**config.mk**
```make
export PLATFORM = sky130hd
export DESIGN_NAME = mazegen_bt
export DESIGN_NICKNAME = d
export VERILOG_FILES = /design/src/rtl/mazegen_bt.sv
export SDC_FILE = /design/constraint.sdc
export NUM_CORES = 1
export LEC_CHECK = 0
export BUFFER_PORTS_ARGS = -buffer_cell sky130_fd_sc_hd__buf_2
export CAP_MARGIN = 10
export CELL_PAD_IN_SITES_DETAIL_PLACEMENT = 0
export CELL_PAD_IN_SITES_GLOBAL_PLACEMENT = 1
export CORE_UTILIZATION = 31
export DETAILED_ROUTE_END_ITERATION = 8
export PLACE_DENSITY_LB_ADDON = 0.08
export SLEW_MARGIN = 20
export SYNTH_ARGS = -nofsm -noshare
export SYNTH_HDL_FRONTEND = slang
export SYNTH_SLANG_ARGS = --single-unit
```
**constraint.sdc**
```tcl
create_clock -name clk -period 2.4 [get_ports clk]
set_clock_uncertainty 0.2 [all_clocks]
set_input_delay 0.24 -clock clk [delete_from_list [all_inputs] [get_ports clk]]
set_output_delay 0.24 -clock clk [all_outputs]
set_load 0.02 [all_outputs]
```
**src/rtl/mazegen_bt.sv**
```systemverilog
// rtl/mazegen_bt.sv - binary-tree maze generator with registered row-read port
//
// Fills an H x W wall bitmap (1 = wall, 0 = open) one cell per clock from a
// 16-bit seed. Odd (x,y) cells are carved in row-major order; each cell opens
// itself plus either its north or its east neighbour wall.
//
// Ports:
//   clk      rising-edge clock
//   rst      asynchronous active-low reset
//   start    begin generation (accepted only in IDLE or DONE)
//   seed     LFSR seed, captured on accepted start (0 -> 0xACE1)
//   bias     north-carve threshold for interior cells, sampled every cycle
//   busy     high while clearing or carving
//   done     level, high from completion until the next accepted start
//   rd_addr  row to read
//   rd_data  registered row contents, bit x = column x; 0 for rd_addr >= H
module mazegen_bt #(
  parameter int W  = 9,
  parameter int H  = 9,
  parameter int AW = $clog2(H)
) (
  input  logic          clk,
  input  logic          rst,
  input  logic          start,
  input  logic [15:0]   seed,
  input  logic [3:0]    bias,
  output logic          busy,
  output logic          done,
  input  logic [AW-1:0] rd_addr,
  output logic [W-1:0]  rd_data
);

  localparam int XW = $clog2(W);
  localparam logic [XW-1:0] X_LAST = XW'(W - 2);
  localparam logic [AW-1:0] Y_LAST = AW'(H - 2);
  localparam logic [AW-1:0] R_LAST = AW'(H - 1);
  localparam logic [15:0] SEED_DEFAULT = 16'hACE1;
  localparam logic [15:0] LFSR_MASK = 16'hB400;

  typedef enum logic [1:0] {
    S_IDLE,
    S_CLEAR,
    S_CARVE,
    S_DONE
  } state_t;

  state_t state_q, state_d;

  logic [W-1:0]  rows [H];
  logic [15:0]   lfsr;
  logic [15:0]   lfsr_next;
  logic [AW-1:0] clr_row;
  logic [AW-1:0] cy;
  logic [XW-1:0] cx;
  logic          accept;
  logic          last_cell;
  logic          carve_n;
  logic          carve_e;

  // Galois form, shifting right: feedback taps applied when bit 0 falls out.
  assign lfsr_next = {1'b0, lfsr[15:1]} ^ (lfsr[0] ? LFSR_MASK : 16'h0000);

  always_ff @(posedge clk or negedge rst) begin
    if (!rst) begin
      state_q <= S_IDLE;
    end else begin
      state_q <= state_d;
    end
  end

  always_comb begin
    state_d   = state_q;
    accept    = 1'b0;
    carve_n   = 1'b0;
    carve_e   = 1'b0;
    last_cell = (cx == X_LAST) && (cy == Y_LAST);
    case (state_q)
      S_IDLE, S_DONE: begin
        if (start) begin
          accept  = 1'b1;
          state_d = S_CLEAR;
        end
      end
      S_CLEAR: begin
        if (clr_row == R_LAST) begin
          state_d = S_CARVE;
        end
      end
      S_CARVE: begin
        // Top row can only go east and right column only north, which keeps
        // the result a spanning tree; the top-right corner opens nothing.
        if (cy == AW'(1)) begin
          carve_e = (cx != X_LAST);
        end else if (cx == X_LAST) begin
          carve_n = 1'b1;
        end else if (lfsr[3:0] < bias) begin
          carve_n = 1'b1;
        end else begin
          carve_e = 1'b1;
        end
        if (last_cell) begin
          state_d = S_DONE;
        end
      end
      default: state_d = S_IDLE;
    endcase
  end

  assign busy = (state_q == S_CLEAR) || (state_q == S_CARVE);
  assign done = (state_q == S_DONE);

  always_ff @(posedge clk or negedge rst) begin
    if (!rst) begin
      lfsr    <= SEED_DEFAULT;
      clr_row <= '0;
      cx      <= XW'(1);
      cy      <= AW'(1);
      rd_data <= '0;
      for (int i = 0; i < H; i++) begin
        rows[i] <= '1;
      end
    end else begin
      // Read port sees the array as it stands, including mid-generation.
      rd_data <= (int'(rd_addr) < H) ? rows[rd_addr] : '0;

      if (accept) begin
        lfsr    <= (seed == 16'h0000) ? SEED_DEFAULT : seed;
        clr_row <= '0;
        cx      <= XW'(1);
        cy      <= AW'(1);
      end

      case (state_q)
        S_CLEAR: begin
          rows[clr_row] <= '1;
          clr_row       <= clr_row + AW'(1);
        end
        S_CARVE: begin
          rows[cy][cx] <= 1'b0;
          if (carve_e) begin
            rows[cy][cx + XW'(1)] <= 1'b0;
          end
          if (carve_n) begin
            rows[cy - AW'(1)][cx] <= 1'b0;
          end
          lfsr <= lfsr_next;
          if (cx == X_LAST) begin
            cx <= XW'(1);
            cy <= cy + AW'(2);
          end else begin
            cx <= cx + XW'(2);
          end
        end
        default: ;
      endcase
    end
  end

endmodule

```
==> results of run 1 <==
[logic make-up after synthesis]
logic type               share of synthesized area
multiplexers                                0.0863
adder cells (fa/ha/maj)                     0.0267
XOR/XNOR                                   0.00996
buffers and inverters                       0.0429
AND/OR/NAND/NOR                              0.166
AO/OA/AOI/OAI                                0.225
flip-flops                                   0.443
[synthesized netlist by cell type (3+ instances only)]
cell,instances
a211oi_1,4
a21o_1,3
a21oi_1,52
a221oi_1,14
a31oi_1,11
and2_1,9
buf_2,25
clkbuf_1,19
dfrtp_1,29
dfstp_2,91
ha_1,15
inv_1,21
mux2i_1,19
mux4_2,18
nand2_1,65
nand2b_1,5
nand3_1,27
nand4_1,4
nor2_1,71
nor2b_1,8
nor3_1,5
nor4_1,8
o2111ai_1,4
o211ai_1,24
o21ai_0,65
o21ai_1,7
o21ai_2,3
o22ai_1,21
o311ai_1,3
o31ai_1,12
o32ai_1,10
or4_1,4
xnor2_1,6
[report_power, final]
group          internal (mW)  switching [mW]
clock                   1.89           0.994
sequential              2.73           0.345
combinational           1.68            2.39
total                   6.31            3.72
[stage by stage]
stage          cells  worst slack (ns)  total power, mW  hold slack [ns]   util
3_3_place_gp    1110            -0.248             6.88           0.0439  0.375
4_1_cts         1162            0.0101             9.91         0.000274  0.415
3_5_place_dp    1110            -0.249             6.93           0.0389  0.375
2_1_floorplan    734             0.167             5.22           -0.256      -
6_report        1166            0.0233             10.0           0.0126  0.423
5_1_grt         1166           -0.0318             10.6           0.0320  0.423
[cell usage in the layout, fill, tap and decap left out, types with 18 or more instances in the layout]
cell,count
buf_4,105
dfstp_2,91
nor2_1,69
nand2_1,64
o21ai_0,64
a21oi_1,51
buf_2,36
dfrtp_1,28
nand3_1,27
o211ai_1,24
inv_1,21
o22ai_1,21
mux2i_1,19
mux4_2,18
clkbuf_16,18
dlygate4sd3_1,18
[routing by layer]
| layer | wire, um | share of wire | global-route usage | vias up |
|---|---|---|---|---|
| li1 | - | - | - | 3030 |
| met5 | 0 | 0 | 0 | - |
| met3 | 1770 | 0.063 | 0.0609 | 46 |
| met2 | 13200 | 0.47 | 0.404 | 259 |
| met4 | 976 | 0.035 | 0.107 | 0 |
| met1 | 12100 | 0.43 | 0.318 | 3375 |
[flip-flops by register name, indices dropped and copies added (netlist names)]
name and count:
clr_row 4, rd_data 9, lfsr 16, rows 81
cy 4, state_q 2, cx 4
[critical path, delay by kind of cell, from the launching register on]
family / cells / cell delay [ns]
flip-flops: 1 / 0.38
adder cells (fa/ha/maj): 1 / 0.31
AO/OA/AOI/OAI: 4 / 1.04
AND/OR/NAND/NOR: 1 / 0.33
[repair_timing]
item                                    in CTS  in global routing
hold buffers                                18                  0
endpoints found under the setup margin      24                 64
endpoints found under the hold margin       53                  0
buffers inserted                             2                  4
resized for setup                            7                 33
pin swaps                                    4                  5
[layout make-up]
type                            instances  area share
Clock buffer                           22      0.0531
Sequential cell                       120       0.334
Clock inverter                         10      0.0174
Timing Repair Buffer                  168       0.142
Inverter                               22     0.00886
Tap cell                              280      0.0376
Multi-Input combinational cell        544       0.407
[worst paths after layout]
path / end / slack (ns) / cells after the start
hold / removal: state_q[1]$_DFFE_PN0P_ / 0.01 / 4
hold reg to reg: rows[79]$_DFFE_PN1P_ / 0.29 / 2
max in group asynchronous: rows[77]$_DFFE_PN1P_ / 1.17 / 3
setup reg to reg: rows[38]$_DFFE_PN1P_ / 0.02 / 6
setup / recovery: rows[38]$_DFFE_PN1P_ / 0.02 / 6
min in group asynchronous: rd_data[7]$_DFF_PN0_ / 0.12 / 2
==> metrics.yaml, run 1 <==
outcome: "complete, no violations"
syn_avg_cell_area_um2: 9.58
grt_start_max_net_pins: 47
final_area_um2: 9330
final_nets: 915
die_h_um: 153
crit_chain: "ha_1, a21oi_2, o21a_2, a21boi_1, or2_1, a221oi_1"
core_area_um2: 22000
max_stage_delay_ns: 0.38
routed_wirelength_um: 28000
overflow: 0
die_w_um: 153
initial_core_util: 0.319
ys_top_cells_by_area: "dfstp_2 (34%), dfrtp_1 (10%), mux4_2 (5.8%)"
boundaryPins: 38
drv_slew: 0
post_dp_cell_area_um2: 8260
cts-buffers-inserted: 17
synthArstFlopShare: 1.00
netlist_area_um2: 7030
ys.flop_type: "dfstp_2"
cp-end-kind: "flip-flop"
synth.top_cell.area_share: 0.340
synth_top_area_cell: "dfstp_2"
tightest_slew_ns: 0.738
yosysWarnings: 0
regArea_um2: 3120
period_needed_ns: 2.38
hp-start: "start"
fin_setup_tns_ns: 0
n_fill_cell: 2150
syn_nets: 776
drc: 0
wl_per_cell_um: 24.0
worst-setup-path-type: "flip-flop to flip-flop"
ys_seq_area_frac: 0.443
critical_path.max_fanout: 7
via_count: 6710
drive_gt1_frac: 0.384
via_per_inst: 5.75
cts-root-buf: "clkbuf_16"
grt_pass1_wl_um: 43000
holdCritPathClass: "primary input to flip-flop"
leakagePower_nw: 3.71
dpl.hpwl_um: 21300
ys_types: 72
crit_required_ns: 2.51
multi_input_area_um2: 3800
area_growth_pct: 32.6
fmax_mhz: 421
rows: 54
cts_sinks: 120
syn_inst: 734
clockBufferDepth: 2
finalSetupViolCount: 0
drv_cap: 0
antenna_cells: 0
clkTransAtPathRegs_ns: 0.06
critPathSlowestCell: "dfrtp_1"
synth_edf_count: 0
h-tree-depth: 4
critPathArrivalTime_ns: 2.48
cp-start-kind: "flip-flop"
hold_viol: 0
dieArea_um2: 23300
worstSkewPairLatency_ns: 0.42
first_pass_iters: 6
grt_pass1_vias: 6871
period_share: 0.990
gp_congestion: 0.891
cts_tree: "yes"
cp-startpoint: "lfsr[3]$_DFFE_PN0P_"
ir_drop_uv: 750
worstReg2RegStart: "lfsr[3]$_DFFE_PN0P_"
grt_use_total: 0.250
ys_ff_latch: 120
io_buffers: 37
drtIter0Drc: 476
p_per_area_nw_per_um2: 1080
rsz0062_at_grt: "true"
relSlewSlack: 0.508
antenna_found_initial: 0
antenna_left: 0
Power figures use the tool's default switching activity.
==> run 2: changes to the inputs <==
--- a/config.mk
+++ b/config.mk
@@ -9,7 +9,7 @@
 export CAP_MARGIN = 10
 export CELL_PAD_IN_SITES_DETAIL_PLACEMENT = 0
 export CELL_PAD_IN_SITES_GLOBAL_PLACEMENT = 1
-export CORE_UTILIZATION = 31
+export CORE_UTILIZATION = 44
 export DETAILED_ROUTE_END_ITERATION = 8
 export PLACE_DENSITY_LB_ADDON = 0.08
 export SLEW_MARGIN = 20
==> run 2 against run 1 <==
- global-route usage is 9.8 points higher
- core utilization increased by 17 points
- highest routed layer is now met5
- non-clock buffer count grew 1
- register-to-register slack improved by 0.08 ns
- combinational power is 1% lower
- worst setup slack improved by 0.076 ns
- largest power group unchanged
==> metrics.yaml, run 2 (same netlist as run 1, synthesis figures left out) <==
grt_pass1_wl_um: 41200
layout_commonest_cell: "buf_4"
hold_viol: 0
cp_num_buf_inv: 2
layout_common_cells: "buf_4 (105), dfstp_2 (91), nor2_1 (68), nand2_1 (63), o21ai_0 (63)"
tightest_slew_ns: 0.755
fin_setup_tns_ns: 0
cp-startpoint: "lfsr[2]$_DFFE_PN0P_"
dieArea_um2: 16500
wl_per_cell_um: 24.7
fmax_mhz: 435
drc: 0
ir_drop_uv: 803
overflow: 0
grt_start_max_net_pins: 45
critPathArrivalTime_ns: 2.42
area_growth_pct: 29.0
rsz0062_at_grt: "true"
cts_sinks: 120
period_needed_ns: 2.30
core_area_um2: 15400
largest_reg_flops: 81
r2r_setup_slack_ns: 0.1
h-tree-depth: 4
grt_pass1_vias: 6875
dpl.hpwl_um: 20200
p_per_area_nw_per_um2: 1060
finalSetupViolCount: 0
relSlewSlack: 0.494
first_pass_iters: 5
critical_path.max_fanout: 6
cts_tree: "yes"
crit_required_ns: 2.52
max_stage_delay_ns: 0.41
holdCritPathClass: "primary input to asynchronous set/reset pin"
final_nets: 916
antenna_left: 0
via_per_inst: 6.25
cp-end-kind: "flip-flop"
clockBufferDepth: 2
cts-buffers-inserted: 17
drive_gt1_frac: 0.369
routed_wirelength_um: 27200
critPathTopFamily: "compound AO/OA/AOI/OAI gates"
period_share: 0.958
gp_congestion: 0.936
outcome: "complete, no violations"
worstSkewPairLatency_ns: 0.42
worstReg2RegStart: "lfsr[2]$_DFFE_PN0P_"
cp-start-kind: "flip-flop"
cts-root-buf: "clkbuf_16"
initial_core_util: 0.457
die_w_um: 128
n_fill_cell: 1369
drtIter0Drc: 639
antenna_found_initial: 1
leakagePower_nw: 3.63
crit_chain: "ha_1, o211ai_1, o21a_2, o21ai_4, buf_6, o21ai_0, buf_4, a221oi_1"
grt_use_total: 0.348
power_mw: 9.57
post-route-util: 0.590
drv_slew: 0
drv_cap: 0
rows: 45
clkTransAtPathRegs_ns: 0.06
via_count: 6864
largest-register: "rows"
worst-setup-path-type: "flip-flop to flip-flop"
antenna_cells: 0
die_h_um: 128
boundaryPins: 38
io_buffers: 37
reg_top3: "rows x81, lfsr x16, rd_data x9"
critPathSlowestCell: "dfrtp_1"
[run 2: changes by cell type in the layout (fill, tap and decap cells not counted), moves of 3 or more]
cell,previous run,this run
clkbuf_8,3,0
o21ai_1,3,6
clkinv_2,2,5
clkbuf_1,1,6
[run 2: final timing paths]
path,end,cells past startpoint
min in group clk,rd_data[0]$_DFF_PN0_,3
worst min-delay path,rd_data[7]$_DFF_PN0_,2
worst max-delay path,rows[55]$_DFFE_PN1P_,8
max in group asynchronous,rows[74]$_DFFE_PN1P_,3
worst max register to register,rows[55]$_DFFE_PN1P_,8
worst min register to register,lfsr[6]$_DFFE_PN1P_,2
[run 2: layout make-up]
type | count | area (um^2) | share of cell area
inverter | 22 | 82.6 | 0.00911
timing repair buffer | 169 | 1320 | 0.146
clock buffer | 23 | 448 | 0.0494
multi-input combinational | 544 | 3730 | 0.412
tap | 211 | 264 | 0.0291
sequential | 120 | 3120 | 0.344
clock inverter | 9 | 101 | 0.0112
[run 2: stage by stage]
| step | hold slack [ns] | cells | cell area (um^2) | worst slack, ns |
|---|---|---|---|---|
| after CTS | 0.133 | 1096 | 8940 | -0.0156 |
| after floorplan | -0.256 | 734 | 7030 | 0.167 |
| after global routing | 0.157 | 1098 | 9070 | -0.0210 |
| after detailed placement | 0.0334 | 1043 | 8180 | -0.197 |
| after global placement | 0.0332 | 1043 | 8170 | -0.166 |
| final | 0.128 | 1098 | 9070 | 0.0997 |
[run 2: report_power, final]
| group | internal (mW) | switching [mW] | total (mW) | leakage, nW |
|---|---|---|---|---|
| sequential | 2.74 | 0.364 | 3.10 | 1.32 |
| combinational | 1.64 | 2.38 | 4.02 | 2.05 |
| clock | 1.52 | 0.928 | 2.45 | 0.269 |
[run 2: worst reg2reg max path, delay by kind of cell, from the launching register on]
kind	cells	cell delay [ns]
AO/OA/AOI/OAI	5	0.98
adder cells (fa/ha/maj)	1	0.29
buffers and inverters	2	0.32
flip-flops	1	0.41
[run 2: per-layer routing]
| layer | vias to the layer above | global-route usage | share of wire |
|---|---|---|---|
| met5 | - | 0 | 0.00048 |
| met4 | 2 | 0.187 | 0.051 |
| met3 | 79 | 0.0819 | 0.078 |
| met2 | 346 | 0.553 | 0.47 |
| met1 | 3391 | 0.440 | 0.40 |
| li1 | 3046 | - | - |
[run 2: repair_timing]
| action | 4_1_cts | 5_1_grt |
|---|---|---|
| endpoints found under the hold margin | 60 | 0 |
| setup endpoints to repair | 8 | 44 |
| hold buffers | 19 | 0 |
| cloned | 0 | 0 |
| buffers inserted | 2 | 2 |
| pin swaps | 2 | 5 |
| gates resized for setup | 2 | 26 |
